$ cat src/rtl/ltsm_pkg.sv
`default_nettype none
// ============================================================================
//  Module   : ltsm_pkg
//  Purpose  : Shared definitions for the MBTRAIN step handshake engines:
//             sideband message codes, FSM state encodings and the default
//             counter width.
//  Revision : 1.0 - initial release
// ============================================================================
package ltsm_pkg;

    // Sideband message codes for the simple request/response steps
    localparam logic [3:0] C_SELFCAL_REQ    = 4'h1;
    localparam logic [3:0] C_SELFCAL_RESP   = 4'h2;
    localparam logic [3:0] C_REPAIRCLK_REQ  = 4'h3;
    localparam logic [3:0] C_REPAIRCLK_RESP = 4'h4;

    // Default counter width; must cover the larger of the step timeout and
    // the response wait
    localparam int C_DEFAULT_CNT_W = 11;

    // Local request path: send request, wait for the partner's response
    typedef enum logic [2:0] {
        TX_IDLE        = 3'd0,
        TX_SEND_REQ    = 3'd1,
        TX_WAIT_ACCEPT = 3'd2,
        TX_WAIT_RESP   = 3'd3,
        TX_DONE        = 3'd4,
        TX_FAIL        = 3'd5
    } tx_state_e;

    // Local response path: wait for the partner's request, send response
    typedef enum logic [2:0] {
        RX_IDLE        = 3'd0,
        RX_WAIT_REQ    = 3'd1,
        RX_SEND_RESP   = 3'd2,
        RX_WAIT_ACCEPT = 3'd3,
        RX_DONE        = 3'd4
    } rx_state_e;

endpackage
`default_nettype wire

$ cat src/rtl/sb_busy_fall_detect.sv
`default_nettype none
// ============================================================================
//  Module   : sb_busy_fall_detect
//  Purpose  : Registered falling-edge detector on the sideband transmitter
//             busy flag. A 1->0 transition of i_busy produces a one-cycle
//             pulse on o_busy_fall, one cycle after i_busy is first seen low.
//  Ports    : clk, rst        - clock, synchronous active-high reset
//             i_busy          - sideband transmitter busy
//             o_busy_q        - i_busy delayed by one cycle
//             o_busy_fall     - registered busy-fall pulse
//  Revision : 1.0 - initial release
// ============================================================================
module sb_busy_fall_detect (
    input  logic clk,
    input  logic rst,
    input  logic i_busy,
    output logic o_busy_q,
    output logic o_busy_fall
);

    logic r_busy_q;
    logic r_busy_fall;

    always_ff @(posedge clk) begin
        if (rst) begin
            r_busy_q    <= 1'b0;
            r_busy_fall <= 1'b0;
        end else begin
            r_busy_q    <= i_busy;
            r_busy_fall <= r_busy_q & ~i_busy;
        end
    end

    assign o_busy_q    = r_busy_q;
    assign o_busy_fall = r_busy_fall;

endmodule
`default_nettype wire

$ cat src/rtl/mbtrain_step_handshake.sv
`default_nettype none
// ============================================================================
//  Module   : mbtrain_step_handshake
//  Purpose  : Generic MBTRAIN sub-state request/response handshake engine.
//             The TX path sends REQ_CODE and waits for RESP_CODE (with
//             retries); the RX path waits for REQ_CODE and answers with
//             RESP_CODE. Both share one sideband message port through an
//             arbiter (RX has priority) with flow control on i_busy.
//  Ports    : clk, rst                    - clock, sync active-high reset
//             i_en                        - step enable (level)
//             i_decoded_sideband_message  - incoming message code
//             i_sideband_valid            - strobe for incoming message
//             i_busy                      - sideband transmitter busy
//             o_sideband_message          - outgoing message code
//             o_valid                     - outgoing message valid
//             o_test_ack                  - step complete
//             o_timeout                   - step failed
//  Revision : 1.0 - initial release
// ============================================================================
module mbtrain_step_handshake
    import ltsm_pkg::*;
#(
    parameter int               MSG_W         = 4,
    parameter logic [MSG_W-1:0] REQ_CODE      = MSG_W'(C_SELFCAL_REQ),
    parameter logic [MSG_W-1:0] RESP_CODE     = MSG_W'(C_SELFCAL_RESP),
    parameter int               RESP_WAIT_CYC = 32,
    parameter int               MAX_RETRY     = 2,
    parameter int               TIMEOUT_CYC   = 1024,
    parameter int               CNT_W         = C_DEFAULT_CNT_W
) (
    input  logic             clk,
    input  logic             rst,
    input  logic             i_en,
    input  logic [MSG_W-1:0] i_decoded_sideband_message,
    input  logic             i_sideband_valid,
    input  logic             i_busy,
    output logic [MSG_W-1:0] o_sideband_message,
    output logic             o_valid,
    output logic             o_test_ack,
    output logic             o_timeout
);

    localparam int RETRY_W = (MAX_RETRY < 1) ? 1 : $clog2(MAX_RETRY + 1);

    localparam logic [CNT_W-1:0]   C_RESP_WAIT_LAST = CNT_W'(RESP_WAIT_CYC - 1);
    localparam logic [CNT_W-1:0]   C_TIMEOUT        = CNT_W'(TIMEOUT_CYC);
    localparam logic [RETRY_W-1:0] C_MAX_RETRY      = RETRY_W'(MAX_RETRY);

    // ------------------------------------------------------------------
    // State
    // ------------------------------------------------------------------
    tx_state_e          r_tx_state;
    rx_state_e          r_rx_state;
    logic [CNT_W-1:0]   r_wait_cnt;
    logic [CNT_W-1:0]   r_step_cnt;
    logic [RETRY_W-1:0] r_retry_cnt;
    logic [MSG_W-1:0]   r_msg;
    logic               r_valid;
    logic               r_test_ack;
    logic               r_timeout;

    // ------------------------------------------------------------------
    // Busy falling-edge detector
    // ------------------------------------------------------------------
    logic w_busy_q;
    logic w_busy_fall;

    sb_busy_fall_detect u_busy_fall (
        .clk         (clk),
        .rst         (rst),
        .i_busy      (i_busy),
        .o_busy_q    (w_busy_q),
        .o_busy_fall (w_busy_fall)
    );

    // ------------------------------------------------------------------
    // Incoming message decode; codes other than REQ/RESP are ignored
    // ------------------------------------------------------------------
    logic w_msg_req;
    logic w_msg_resp;

    assign w_msg_req  = i_sideband_valid && (i_decoded_sideband_message == REQ_CODE);
    assign w_msg_resp = i_sideband_valid && (i_decoded_sideband_message == RESP_CODE);

    // ------------------------------------------------------------------
    // Arbiter
    // The port is free when nothing is outstanding and busy is low. Busy
    // must also have been low in the previous cycle: otherwise the fall
    // pulse of someone else's transfer would land on a freshly granted
    // message and be mistaken for its acceptance.
    // ------------------------------------------------------------------
    logic w_arb_free;
    logic w_rx_pending;
    logic w_tx_pending;
    logic w_grant_rx;
    logic w_grant_tx;
    logic w_accept;

    assign w_arb_free   = !i_busy && !w_busy_q && !r_valid;
    assign w_rx_pending = (r_rx_state == RX_SEND_RESP);
    assign w_tx_pending = (r_tx_state == TX_SEND_REQ);
    assign w_grant_rx   = w_arb_free && w_rx_pending;
    assign w_grant_tx   = w_arb_free && w_tx_pending && !w_rx_pending;
    // Only one message can be outstanding, so the pulse belongs to it
    assign w_accept     = r_valid && w_busy_fall;

    // ------------------------------------------------------------------
    // Completion
    // ------------------------------------------------------------------
    logic w_wait_expired;
    logic w_step_expired;
    logic w_timeout_next;
    logic w_both_done;

    assign w_wait_expired = (r_wait_cnt == C_RESP_WAIT_LAST);
    assign w_step_expired = (r_step_cnt >= C_TIMEOUT);
    assign w_timeout_next = r_timeout || (r_tx_state == TX_FAIL) ||
                            (w_step_expired && !r_test_ack);
    assign w_both_done    = (r_tx_state == TX_DONE) && (r_rx_state == RX_DONE);

    // ------------------------------------------------------------------
    // FSMs, message port and counters
    // Dropping i_en behaves like reset for everything except the busy
    // detector, which keeps tracking the physical busy line.
    // ------------------------------------------------------------------
    always_ff @(posedge clk) begin
        if (rst || !i_en) begin
            r_tx_state  <= TX_IDLE;
            r_rx_state  <= RX_IDLE;
            r_wait_cnt  <= '0;
            r_step_cnt  <= '0;
            r_retry_cnt <= '0;
            r_msg       <= '0;
            r_valid     <= 1'b0;
            r_test_ack  <= 1'b0;
            r_timeout   <= 1'b0;
        end else begin
            // Outgoing message: held stable from grant until accepted
            if (w_grant_rx) begin
                r_msg   <= RESP_CODE;
                r_valid <= 1'b1;
            end else if (w_grant_tx) begin
                r_msg   <= REQ_CODE;
                r_valid <= 1'b1;
            end else if (w_accept) begin
                r_msg   <= '0;
                r_valid <= 1'b0;
            end

            // TX path
            case (r_tx_state)
                TX_IDLE: begin
                    r_tx_state <= TX_SEND_REQ;
                end
                TX_SEND_REQ: begin
                    if (w_grant_tx) begin
                        r_tx_state <= TX_WAIT_ACCEPT;
                    end
                end
                TX_WAIT_ACCEPT: begin
                    if (w_accept) begin
                        r_tx_state <= TX_WAIT_RESP;
                        r_wait_cnt <= '0;
                    end
                end
                TX_WAIT_RESP: begin
                    if (w_msg_resp) begin
                        r_tx_state <= TX_DONE;
                    end else if (w_wait_expired) begin
                        r_wait_cnt <= '0;
                        if (r_retry_cnt < C_MAX_RETRY) begin
                            r_retry_cnt <= r_retry_cnt + RETRY_W'(1);
                            r_tx_state  <= TX_SEND_REQ;
                        end else begin
                            r_tx_state <= TX_FAIL;
                        end
                    end else begin
                        r_wait_cnt <= r_wait_cnt + CNT_W'(1);
                    end
                end
                TX_DONE, TX_FAIL: begin
                    r_tx_state <= r_tx_state;
                end
                default: begin
                    r_tx_state <= TX_IDLE;
                end
            endcase

            // RX path
            case (r_rx_state)
                RX_IDLE: begin
                    r_rx_state <= RX_WAIT_REQ;
                end
                RX_WAIT_REQ: begin
                    if (w_msg_req) begin
                        r_rx_state <= RX_SEND_RESP;
                    end
                end
                RX_SEND_RESP: begin
                    if (w_grant_rx) begin
                        r_rx_state <= RX_WAIT_ACCEPT;
                    end
                end
                RX_WAIT_ACCEPT: begin
                    if (w_accept) begin
                        r_rx_state <= RX_DONE;
                    end
                end
                RX_DONE: begin
                    // Partner retried: its copy of our response was lost
                    if (w_msg_req) begin
                        r_rx_state <= RX_SEND_RESP;
                    end
                end
                default: begin
                    r_rx_state <= RX_IDLE;
                end
            endcase

            // Step counter: frozen after ack, saturates at the timeout
            if (!r_test_ack && !w_timeout_next && (r_step_cnt < C_TIMEOUT)) begin
                r_step_cnt <= r_step_cnt + CNT_W'(1);
            end

            // Timeout takes precedence over ack in the same cycle
            r_timeout  <= w_timeout_next;
            r_test_ack <= !w_timeout_next && (r_test_ack || w_both_done);
        end
    end

    assign o_sideband_message = r_msg;
    assign o_valid            = r_valid;
    assign o_test_ack         = r_test_ack;
    assign o_timeout          = r_timeout;

endmodule
`default_nettype wire

$ cat config.mk
export PLATFORM = sky130hd
export DESIGN_NAME = mbtrain_step_handshake
export DESIGN_NICKNAME = d
export VERILOG_FILES = /design/src/rtl/ltsm_pkg.sv /design/src/rtl/sb_busy_fall_detect.sv /design/src/rtl/mbtrain_step_handshake.sv
export SDC_FILE = /design/constraint.sdc
export NUM_CORES = 1
export LEC_CHECK = 0
export CAP_MARGIN = 20
export CELL_PAD_IN_SITES_DETAIL_PLACEMENT = 0
export CELL_PAD_IN_SITES_GLOBAL_PLACEMENT = 2
export CORE_ASPECT_RATIO = 0.6
export CORE_MARGIN = 5
export CORE_UTILIZATION = 36
export DETAILED_ROUTE_END_ITERATION = 6
export PLACE_DENSITY = 0.86
export SETUP_SLACK_MARGIN = 0.15
export SLEW_MARGIN = 25
export SYNTH_ARGS = -nofsm -noshare
export SYNTH_HDL_FRONTEND = slang
export SYNTH_SLANG_ARGS = --single-unit
export TNS_END_PERCENT = 1
$ cat constraint.sdc
create_clock -name clk -period 2.6 [get_ports clk]
set_input_delay 0.52 -clock clk [delete_from_list [all_inputs] [get_ports clk]]
set_output_delay 0.52 -clock clk [all_outputs]
set_load 0.03 [all_outputs]
Yosys cells after proc, flatten, opt, wreduce, memory -nomap -nowiden
Cells that the tools add are included.
{"block": "totals", "elab_cells": 97, "out_inout_bits": 7, "reg_bits": 37, "input_bits": 9}
{"block": "op_classes", "n_bitwise": 4, "eq_ne": 19, "add_sub_neg": 3, "mux": 20, "reduce_logical": 36, "order_cmp": 3}
{"operator": "11-bit 2-to-1 mux", "count": 3}
{"operator": "3-bit 2-to-1 mux", "count": 8}
{"operator": "11-bit by 1-bit adder with 11-bit output (second input constant)", "count": 2}
{"operator": "11-bit case mux with 2 select lines", "count": 1}
{"operator": "3-bit case mux with 5 select lines", "count": 1}
{"operator": "1-bit logical AND", "count": 13}
{"operator": "3-bit by 2-bit equality test with 1-bit output (second input constant)", "count": 4}
{"operator": "3-bit case mux with 4 select lines", "count": 1}
{"operator": "11-bit by 5-bit equality test with 1-bit output (second input constant)", "count": 1}
{"operator": "11-bit >= comparator (second input constant)", "count": 1}
{"operator": "11-bit < comparator (second input constant)", "count": 1}
{"operator": "3-bit equality test (second input constant)", "count": 3}
{"operator": "4-bit AND reduction", "count": 2}
{"operator": "1-bit logical NOT", "count": 7}
{"operator": "3-bit by 1-bit equality test with 1-bit output (second input constant)", "count": 2}
{"operator": "3-bit logical NOT", "count": 2}
{"operator": "2-bit 2-to-1 mux", "count": 3}
{"operator": "2-bit by 1-bit != test with 1-bit output (second input constant)", "count": 3}
{"operator": "2-bit != test (second input constant)", "count": 3}
{"operator": "3-bit AND reduction", "count": 2}
{"operator": "2-bit OR reduction", "count": 3}
{"operator": "4-bit by 1-bit equality test with 1-bit output (second input constant)", "count": 1}
{"operator": "4-bit by 2-bit equality test with 1-bit output (second input constant)", "count": 1}
{"operator": "1-bit logical OR", "count": 4}
{"operator": "8 further kinds", "count": 13}

Logic depth before layout (Yosys ltp)
{"block": "logic_depth", "ltp_word": 7, "depth_mapped": 6}

Modules after synthesis
Synthesis repeated with hierarchy kept, for this count alone.
{"block": "hier_totals", "cells_unflattened": 230, "area_unflattened_um2": 1970.6}
{"module": "mbtrain_step_handshake", "cells_each": 226, "n_inst": 1, "area_each_um2": 1911.8}
{"module": "sb_busy_fall_detect", "cells_each": 4, "n_inst": 1, "area_each_um2": 58.8}

Least setup slack after synthesis
OpenSTA, ideal clock, no wires.
{"block": "synth_timing", "path_type": "reg2reg", "startpoint": "register r_wait_cnt[0]", "endpoint": "register r_wait_cnt[1]", "slack_ns": 0.873, "t_arrival_ns": 1.656, "n_path_buf": 1, "path_stages_with_launch": 7, "period_less_slack_ns": 1.727, "cell_sequence": "dfxtp_1 > ha_1 > and4_1 > buf_2 > and3_4 > or4b_1 > a21oi_1"}
{"block": "synth_between", "elab_chain_cells": 4, "word_cells_on_any_way": 5, "cone_classes": "add/sub (1); eq/ne (1); mux (3)"}
{"element": "start, declared", "line_no": "mbtrain_step_handshake.sv:54", "text": "logic [CNT_W-1:0] r_wait_cnt;"}
{"element": "start signal, assigned", "line_no": "mbtrain_step_handshake.sv:178", "text": "r_wait_cnt <= r_wait_cnt + CNT_W'(1);"}
{"element": "11-bit by 1-bit adder with 11-bit output or 11-bit by 5-bit equality test with 1-bit output (tied branches)", "line_no": "mbtrain_step_handshake.sv:178, mbtrain_step_handshake.sv:115"}
{"element": "11-bit 2-to-1 mux (*)", "line_no": "mbtrain_step_handshake.sv:169", "text": "end else if (w_wait_expired) begin"}
{"element": "11-bit 2-to-1 mux (*)", "line_no": "mbtrain_step_handshake.sv:167", "text": "if (w_msg_resp) begin"}
{"element": "11-bit case mux with 2 select lines (*)", "line_no": "mbtrain_step_handshake.sv:151", "text": "case (r_tx_state)"}
Every way passes the cells marked *; elsewhere a longest branch is shown, timed or not. The select of a mux whose other input is x is not followed.
A chain may end at the register's enable or synchronous reset.

Worst setup path after layout
{"block": "layout_timing", "startpoint": "register r_valid (netlist: o_valid)", "endpoint": "output port o_valid"}
{"element": "start, declared", "line_no": "mbtrain_step_handshake.sv:58", "text": "logic r_valid;"}
{"element": "start signal, assigned", "line_no": "mbtrain_step_handshake.sv:134", "text": "r_valid <= 1'b0;"}
{"element": "start signal, assigned", "line_no": "mbtrain_step_handshake.sv:141", "text": "r_valid <= 1'b1;"}
{"element": "start signal, assigned", "line_no": "mbtrain_step_handshake.sv:144", "text": "r_valid <= 1'b1;"}
{"element": "end, declared", "line_no": "mbtrain_step_handshake.sv:38", "text": "output logic o_valid,"}
No word-level cell between the ends.

==> flow_metrics.py <==
metrics = {
    "outcome": {
        "status": "completed",
    },
    "clocking": {
        "ctsHoldBuffers": 0,
        "root_buffer": "clkbuf_8",
        "cts-resized-gates": 0,
        "cts_tree": "yes",
        "cts_max_level": 2,
        "path_clk_slew_ps": 70,
        "cts_buffers": 5,
        "post-cts-setup-buffers": 0,
        "insertion_delay_ps": 280,
        "clock_path_buffers": 2,
        "clkSinkCount": 37,
    },
    "power_and_ir_drop": {
        "power_frac_seq_pct": 58.1,
        "p_switching_mw": 0.224,
        "p_sw_share_pct": 22.4,
        "clockPowerShare_pct": 36.0,
        "powerDensity_nw_per_um2": 469,
        "p_int_mw": 0.775,
        "comb_power_share_pct": 5.9,
        "ir_drop_v": 0.000205,
        "p_leak_nw": 0.700,
    },
    "placed_design": {
        "gp_congestion": 0.816,
        "dp.cells": 303,
        "hpwl_mm": 3.14,
        "place.port_buffers": 13,
    },
    "sta": {
        "setup-violations-final": 0,
        "finalHoldViolations": 0,
        "grt_setup_unrepaired": "false",
        "worst_clock_skew_ps": 4.01,
        "report.final.slew_viol_count": 0,
        "fin_crit_ps": 1950,
        "tns_ps": 0,
        "timing.final.crit_share_pct": 75.1,
        "fmax_ghz": 0.512,
    },
    "synth": {
        "postSynthAreaPerCell_sq_um": 8.10,
        "ys_types": 46,
        "ys.flop_type": "dfxtp_1",
        "netlist_instances": 230,
        "ys_ff_latch": 37,
        "syn_area_sq_um": 1860,
        "ys_seq_area_share_pct": 39.8,
        "ys_warn_count": 0,
        "synth_edf_count": 0,
        "ys_async_sr_fraction_pct": 0,
    },
    "final_layout": {
        "final_cell_count_no_fill": 309,
        "area_growth_pct": 14.2,
        "diodes": 0,
        "layout-drive-gt1-share_pct": 6.17,
        "nNetsFinal": 255,
    },
    "worst_setup_path": {
        "cp_slowest_stage_delay_ps": 720,
        "reg2reg_depth": 4,
        "path_cells": "clkdlybuf4s50_1",
        "path_depth": 1,
        "path_buf_inv": 1,
        "crit_family": "buffers and inverters",
        "path_max_fanout": 6,
        "slowest_stage": "clkdlybuf4s50_1",
        "critical_path_class": "register to output pin",
        "cp.arrival_ps": 1430,
        "crit_required_ps": 2080,
        "startpoint_type": "register",
        "end_kind": "output pin",
    },
    "detailed_routing": {
        "dr.pass1.iters": 4,
        "via_per_inst": 5.37,
        "ant_nets": 0,
        "avgRoutedWirePerCell_um": 13.9,
        "post-route-drc-count": 0,
        "vias": 1658,
        "drt_wl_total_mm": 4.30,
        "drt_iter0_markers": 116,
    },
    "global_route": {
        "grt_pass1_wl_mm": 7.56,
        "antenna_found_initial": 0,
        "grt_max_degree": 16,
        "grt_overflow": 0,
        "grt_usage_pct": 14.2,
        "grt_pass1_vias": 1539,
    },
    "floorplan": {
        "floorplan.initialDensity_pct": 37.0,
        "fp-row-count": 20,
        "ios": 16,
        "die_area_sq_um": 6760,
        "die-height_um": 65.7,
        "core-area_sq_um": 5030,
        "die-width_um": 103,
    },
    "worst_hold_path": {
        "hold_path_class": "register to register",
        "hold_depth": 2,
    },
    "run": {
        "cap_viol_max_count": 0,
    },
}
-- state kept, by name, summed over array words and instances, names as in the netlist --
name	count
o_sideband_message	2
o_test_ack	1
o_timeout	1
o_valid	1
r_retry_cnt	2
r_rx_state	3
r_step_cnt	11
r_tx_state	3
r_wait_cnt	11
u_busy_fall.o_busy_fall	1
u_busy_fall.o_busy_q	1
-- power by group through the flow --
stage                     clock network (mW)  logic [mW]  registers, mW
after floorplan                            0      0.0372          0.590
after global placement                     0      0.0593          0.593
after detailed placement                   0      0.0592          0.593
after CTS                              0.382      0.0595          0.579
after global routing                   0.413      0.0651          0.581
final                                  0.360      0.0590          0.580
-- worst reg2reg max path, delay by kind of cell, from the launching register on --
kind	cells	cell delay, ps
AOI/OAI and AO/OA	1	80
DFF	1	510
and+or+nand+nor	3	1150
-- layer usage --
layer | routed length (um) | track usage, % | vias to the layer above
li1 | - | - | 868
met1 | 2430 | 22.2 | 763
met2 | 1650 | 18.8 | 25
met3 | 200 | 3.50 | 2
met4 | 21 | 3.88 | 0
met5 | 0 | 0 | -
-- cell families (layout without fill, tap and decap cells) --
kind of cell / count (synthesis) / in the layout / synth area share, %
buf+inv: 20 / 32 / 5.17
xor+xnor: 5 / 5 / 2.35
flops: 37 / 37 / 39.8
fa+ha+maj: 2 / 2 / 1.34
simple gates: 108 / 108 / 32.4
other cells: 1 / 2 / 0.201
compound gates: 57 / 57 / 18.8
-- area by class of cell --
class | count | area, sq um
fillers | 526 | 2900
multi-input cells | 174 | 1030
flip-flops and latches | 37 | 741
repair buffers | 19 | 175
well taps | 66 | 82.6
clock buffers | 5 | 68.8
inverters | 7 | 26.3
clock inverters | 1 | 5.00
-- placed cells by master (no fill, tap or decap), types with 3 or more instances in the layout --
cell and instances:
nand4_1 9, and2_1 4, nand2_1 22, nor3b_1 3, or3_1 4, clkbuf_8 5
buf_4 6, a31oi_1 8, clkdlybuf4s50_1 13, nand4b_1 4, o21ai_0 9, and3_1 3
nand3_1 14, and4_1 4, nor2_1 17, nor2b_1 8, xor2_1 4, a21oi_1 24
nand2b_1 4, dfxtp_1 37, inv_1 7, nand3b_1 4
-- synthesized netlist by cell type (5+ instances only) --
master    instances  area (sq um)
a31oi_1           8          50.1
nor2_1           17          63.8
dfxtp_1          37           741
nor2b_1           8          50.1
nand2_1          22          82.6
nand3_1          14          70.1
clkbuf_1          5          18.8
buf_2             5          25.0
inv_1             7          26.3
o21ai_0           9          45.0
a21oi_1          24           120
nand4_1           9          56.3
-- stage by stage --
step	cell area (sq um)	power [mW]	hold slack [ps]	setup WS, ps	utilization (%)
after floorplan	1870	0.627	448	873	-
after global placement	2050	0.652	447	391	40.8
after detailed placement	2050	0.652	450	368	40.8
after CTS	2130	1.02	462	620	42.3
after global routing	2130	1.06	490	580	42.3
final	2130	0.998	461	648	42.3
-- worst paths after layout --
| check | startpoint | end | slack, ps |
|---|---|---|---|
| setup / recovery | o_valid$_SDFFE_PP0P_ | o_valid | 650 |
| hold / removal | o_sideband_message[0]$_SDFFE_PP0P_ | o_sideband_message[0]$_SDFFE_PP0P_ | 460 |
| setup reg to reg | r_tx_state[1]$_SDFFE_PP0P_ | r_step_cnt[7]$_SDFFE_PP0P_ | 790 |
| hold reg to reg | o_sideband_message[0]$_SDFFE_PP0P_ | o_sideband_message[0]$_SDFFE_PP0P_ | 460 |
Note: power is estimated with default switching activity, not from simulation.
